## config.mk

```make
export PLATFORM = sky130hd
export DESIGN_NAME = fetch_unit
export DESIGN_NICKNAME = d
export VERILOG_FILES = /design/src/rtl/fetch_unit.sv
export SDC_FILE = /design/constraint.sdc
export NUM_CORES = 1
export LEC_CHECK = 0
export CORE_MARGIN = 1
export CORE_UTILIZATION = 30
export CTS_CLUSTER_SIZE = 16
export DETAILED_ROUTE_END_ITERATION = 8
export DONT_BUFFER_PORTS = 1
export GPL_ROUTABILITY_DRIVEN = 0
export PLACE_DENSITY = 0.52
export SLEW_MARGIN = 20
export SYNTH_ARGS = -nofsm -noshare
export SYNTH_HDL_FRONTEND = slang
export SYNTH_SLANG_ARGS = --single-unit
export TNS_END_PERCENT = 100
```

## constraint.sdc

```tcl
create_clock -name CLK -period 6.25 [get_ports CLK]
set_clock_uncertainty 0.1 [all_clocks]
set_input_delay 0.9375 -clock CLK [delete_from_list [all_inputs] [get_ports CLK]]
set_output_delay 0.9375 -clock CLK [all_outputs]
set_load 0.01 [all_outputs]
```

## src/rtl/fetch_unit.sv

```systemverilog
// Instruction-fetch front end: owns the PC, the instruction register, the halt latch
// and the retired-instruction counter; issues icache reads one instruction at a time.
module fetch_unit #(
  parameter logic [31:0] RESET_PC = 32'h0000_0000
) (
  input  logic        CLK,
  input  logic        nRST,
  output logic        iREN,
  output logic [31:0] iaddr,
  input  logic        ihit,
  input  logic [31:0] iload,
  output logic [31:0] instr,
  output logic [5:0]  opcode,
  output logic [5:0]  funct,
  output logic        instr_valid,
  output logic [31:0] pc_plus4,
  input  logic        advance,
  input  logic [1:0]  PCSrc,
  input  logic        branch_cond,
  input  logic [31:0] jr_addr,
  input  logic        halt,
  output logic        halted,
  output logic [31:0] retired
);

  // state  | meaning
  // REQ    | read request outstanding, waiting for ihit
  // HOLD   | instruction held in instr, waiting for advance
  // HALTED | fetch stopped until reset
  typedef enum logic [1:0] {
    S_REQ    = 2'd0,
    S_HOLD   = 2'd1,
    S_HALTED = 2'd2
  } state_t;

  state_t      state;
  logic [31:0] pc;
  logic [31:0] next_pc;
  logic [31:0] branch_off;
  logic        unused_jr_low;

  assign iaddr         = pc;
  assign pc_plus4      = pc + 32'd4;
  assign opcode        = instr[31:26];
  assign funct         = instr[5:0];
  assign branch_off    = {{14{instr[15]}}, instr[15:0], 2'b00};
  // jump-register targets are silently word-aligned rather than trapped
  assign unused_jr_low = ^jr_addr[1:0];

  always_comb begin
    next_pc = pc_plus4;
    case (PCSrc)
      2'd1:    if (branch_cond) next_pc = pc_plus4 + branch_off;
      2'd2:    next_pc = {pc_plus4[31:28], instr[25:0], 2'b00};
      2'd3:    next_pc = {jr_addr[31:2], 2'b00};
      default: next_pc = pc_plus4;
    endcase
  end

  always_ff @(posedge CLK or negedge nRST) begin
    if (!nRST) begin
      state       <= S_REQ;
      pc          <= RESET_PC;
      instr       <= 32'd0;
      retired     <= 32'd0;
      iREN        <= 1'b1;
      instr_valid <= 1'b0;
      halted      <= 1'b0;
    end else begin
      case (state)
        S_REQ: begin
          if (ihit) begin
            instr       <= iload;
            state       <= S_HOLD;
            iREN        <= 1'b0;
            instr_valid <= 1'b1;
          end
        end
        S_HOLD: begin
          if (advance) begin
            retired     <= retired + 32'd1;
            instr_valid <= 1'b0;
            if (halt) begin
              state  <= S_HALTED;
              halted <= 1'b1;
            end else begin
              pc    <= next_pc;
              state <= S_REQ;
              iREN  <= 1'b1;
            end
          end
        end
        S_HALTED: begin
          state <= S_HALTED;
        end
        default: begin
          state       <= S_REQ;
          iREN        <= 1'b1;
          instr_valid <= 1'b0;
          halted      <= 1'b0;
        end
      endcase
    end
  end

endmodule

```

# --- Word level (Yosys, flattened, before mapping) ---
# Cells that the tools add are included.
totals:
  reg_bits: 101
op_classes:
  muxes: 16
  reduce_logical: 9
  addsub: 3
  n_eq_ne: 9
  n_bitwise: 3
ops:
  columns: ["cell", "n"]
  rows:
  - ["$pmux 32 s3", 1]
  - ["$add 32x1->32 const B", 1]
  - ["$add 32x3->32 const B", 1]
  - ["$add 32x32->32", 1]
  - ["$mux 32", 1]
  - ["$reduce_and 3->1", 3]
  - ["$ne 2x2->1 const B", 4]
  - ["$mux 1", 7]
  - ["$eq 2x2->1 const B", 3]
  - ["$mux 2", 3]
  - ["$pmux 1 s3", 2]
  - ["$pmux 2 s3", 1]
  - ["$reduce_and 2->1", 3]
  - ["$eq 2x1->1 const B", 2]
  - ["$reduce_and 4->1", 1]
  - ["$not 1->1", 3]
  - ["$logic_not 2->1", 1]
  - ["$pmux 1 s2", 1]
  - ["$reduce_or 2->1", 1]

# --- Depth between registers and ports, before layout ---
logic_depth:
  word_depth: 4
  depth_mapped: 17

# --- Worst setup path before layout ---
# No wires, ideal clock.
synth_path:
  path_type: "reg2reg"
  from: "reg pc[4], in the netlist iaddr[4]"
  to: "reg pc[30], in the netlist iaddr[30]"
  arrival_time_ns: 3.876
  setup_time_ns: 0.120
  period_less_slack_ns: 4.096
  stages_incl_launch_ff: 16
  slack_ns: 2.154
  n_path_buf: 1
  t_required_ns: 6.030
  cell_sequence: "dfrtp_1 > nand2_2 > or3_1 > buf_6 > nor2_1 > and3_1 > xor2_1 > ha_1 > and3_1 > a221o_1 > a221oi_1 > nand2_1 > o41ai_2 > o22ai_1 > mux2i_1 > a31o_2"
synth_via:
  elab_chain_len: 4
synth_lines:
  columns: ["element", "line_no", "text"]
  rows:
  - ["start, declared", "37", "logic [31:0] pc;"]
  - ["start signal, assigned", "87", "pc <= next_pc;"]
  - ["$add 32x3->32", "43", "assign pc_plus4 = pc + 32'd4;"]
  - ["named net pc_plus4[13]", "16", "output logic [31:0] pc_plus4,"]
  - ["$add 32x32->32", "53", "2'd1: if (branch_cond) next_pc = pc_plus4 + branch_off;"]
  - ["$mux 32", "53", null]
  - ["$pmux 32 s3", "52", "case (PCSrc)"]
# The timed path passes the listed nets, and every way through them passes these cells.
# A chain may end at the register's enable or synchronous reset.

# --- Worst setup path after layout ---
layout_path:
  from: "reg pc[2], in the netlist iaddr[2]"
  to: "reg pc[26], in the netlist iaddr[26]"
# The elaborated chain is that of the path after synthesis.

==> reports/qor.yml <==
cts:
  post_cts.repair.setup_buffers: 0
  cts_buffers: 9
  clock_path_buffers: 2
  clock_sinks: 99
  htreeDepth: 3
  path_clk_slew_ns: 0.08
  cts_hold_buf: 0
  cts_root_buffer: "clkbuf_16"
  cts-resized-gates: 0
  cts_tree: "built"
  clkLatencyLatePin_ns: 0.36
worst_setup_path:
  crit_chain: "ha_1, nand4_1, or2_2, nor3_1, xor2_1, ha_1, and3_1, a221o_1, a221oi_1, nand2_1, o41ai_2, o21ai_0, xnor2_1, o31ai_1"
  r2r_start: "iaddr[2]"
  path_buf_inv: 0
  cp_num_cells: 14
  crit_type: "register to register"
  reg2reg_slack_ns: 1.07
  cp-end-kind: "register"
  critPathLaunch: "iaddr[2]"
  cpMostUsedCell: "ha_1"
  cpMaxStageDelayCell: "dfrtp_1"
  rr_worst_depth: 14
  cp-endpoint: "iaddr[26]"
  required_ns: 6.38
  r2r_end: "iaddr[26]"
  slowest_delay_ns: 0.55
  cp_max_fo: 6
  worstPathArrival_ns: 5.31
  path_delay_family: "compound AO/OA/AOI/OAI gates"
  startpoint_type: "register"
global_routing:
  grt_max_degree: 100
  grt-ovfl-total: 0
  first_global_vias: 5902
  track_usage: 0.193
  antenna_found_initial: 1
  grt_pass1_wl_mm: 35.7
synth:
  synth-edff-count: 0
  synth_common_cells: "dfrtp_1 (98), nand2_1 (87), o21ai_0 (56)"
  synth_cell_types: 71
  synth_top_area_cell: "dfrtp_1"
  synth_area_per_cell_um2: 8.84
  yosysSeqAreaShare: 0.345
  post-synth-top-count-cell: "dfrtp_1"
  synth_cells: 812
  ys_warn_count: 0
  synth_area_um2: 7180
  synth_seq_cells: 99
  synth_area_leaders: "dfrtp_1 (34%), ha_1 (6.4%), xnor2_1 (5.9%)"
  synth_top_area_share: 0.342
  ys_async_sr_fraction: 1.00
  synth_flop_cell: "dfrtp_1"
layout:
  nets: 888
  drive_gt1_frac: 0.0907
  area_growth_pct: 6.73
  num_antenna_cells: 0
  fill_cells: 2461
  finalInstanceArea_um2: 7660
  regArea_um2: 2480
  multiInputGateArea_um2: 4370
  post-route-util: 0.326
pwr:
  p_comb_frac: 0.531
  leakage_nw: 3.23
  p_int_mw: 2.08
  powerDensity_nw_per_um2: 548
  p_clk_frac: 0.140
  p_switching_mw: 2.12
  switching_share: 0.504
  seqPwrFrac: 0.329
  irDropWorstVdd_uv: 249
drt:
  first_pass_iters: 5
  wl_per_cell_um: 21.5
  vias: 6152
  drc: 0
  drt.antenna.violating_nets: 0
  drt_iter0_markers: 429
  wirelength_mm: 23.7
  vias_per_cell: 5.58
timing:
  tightest_slew_ns: 1.08
  post-route-period-util: 0.828
  setup_tns_ns: 0
  finalMaxSlewViolations: 0
  setup_viol: 0
  relSlewSlack: 0.276
  max_freq_mhz: 193
  hold_viol: 0
  whs_ns: 0.163
  finalWorstSetupSlack_ns: 1.07
  layout_min_cycle_time_ns: 5.18
  rsz0062_at_grt: "false"
outcome:
  status: "complete, no violations"
place:
  dp_hpwl_mm: 17.4
  dp_slack_ns: 1.21
  placed_area_um2: 7360
  io_buffers: 0
die:
  rows: 56
  core_area_um2: 23500
  die_h_um: 157
  pin_count: 215
  dieArea_um2: 24600
  initial_core_util: 0.306
  die_w_um: 157
worst_hold_path:
  hold_path_class: "primary input to asynchronous set/reset pin"
run:
  maxCapViolations: 0
## layer usage
layer	GRT usage	share of wire	up-vias
met4	0.0486	0.013	2
li1	-	-	2881
met1	0.254	0.44	3078
met3	0.0485	0.069	18
met2	0.314	0.48	173
met5	0	0.00055	-
## how the worst min path moves through the flow
stage,endpoint,depth (start not counted),startpoint
final,retired[30],0,nRST
after global routing,retired[31],0,nRST
after CTS,retired[31],0,nRST
after detailed placement,state[0],1,state[1]
after global placement,state[0],1,state[1]
after floorplan,state[0],1,state[1]
## metrics by stage
| step | std cells | power, mW |
|---|---|---|
| 2_1_floorplan | 815 | 3.05 |
| 3_3_place_gp | 1086 | 3.58 |
| 3_5_place_dp | 1086 | 3.59 |
| 4_1_cts | 1102 | 4.21 |
| 5_1_grt | 1102 | 4.53 |
| 6_report | 1102 | 4.20 |
## sequential cells by signal (all words and copies together) (netlist names)
signal	cells
iaddr	30
halted	1
instr	32
instr_valid	1
iREN	1
state	2
retired	32
## final cells by class
type                            count  share of cell area
Clock buffer                       11              0.0330
Clock inverter                      5             0.00702
Inverter                           19             0.00931
Multi-Input combinational cell    644               0.570
Sequential cell                    99               0.323
Tap cell                          319              0.0521
Timing Repair Buffer                5             0.00490
## power by group through the flow
stage / clock, mW / sequential, mW / combinational, mW
3_5_place_dp: 0 / 1.40 / 2.19
3_3_place_gp: 0 / 1.40 / 2.19
2_1_floorplan: 0 / 1.21 / 1.84
4_1_cts: 0.607 / 1.39 / 2.21
6_report: 0.588 / 1.38 / 2.23
5_1_grt: 0.632 / 1.42 / 2.47
## cell families after synthesis
| group | share of synthesized area |
|---|---|
| adders and majority gates | 0.0673 |
| xor gates and xnor gates | 0.0925 |
| DFF | 0.345 |
| AOI/OAI and AO/OA | 0.198 |
| and+or+nand+nor | 0.184 |
| muxes | 0.0631 |
| buffers and inverters | 0.0491 |
| other | 0.000522 |
## cells in the final DEF, fill, tap and decap left out, types with 5 or more instances in the layout
cell type and instances:
dfrtp_1 98, nand2_1 87, o21ai_0 56, a21oi_1 53, nor2_1 51, xnor2_1 48
ha_1 37, nand3_1 34, mux2_2 32, xor2_1 26, and3_1 24, inv_1 19
a21o_1 15, nand4_1 14, a31oi_1 11, nor3_1 10, a22oi_1 10, clkbuf_16 9
or3_1 7, mux2i_1 7, and4_1 6, and2_1 6, nand2b_1 6, a221oi_1 6
o211ai_1 6, o221ai_1 6, o31ai_1 6, a222oi_1 5, buf_4 5
Power figures use the tool's default switching activity.
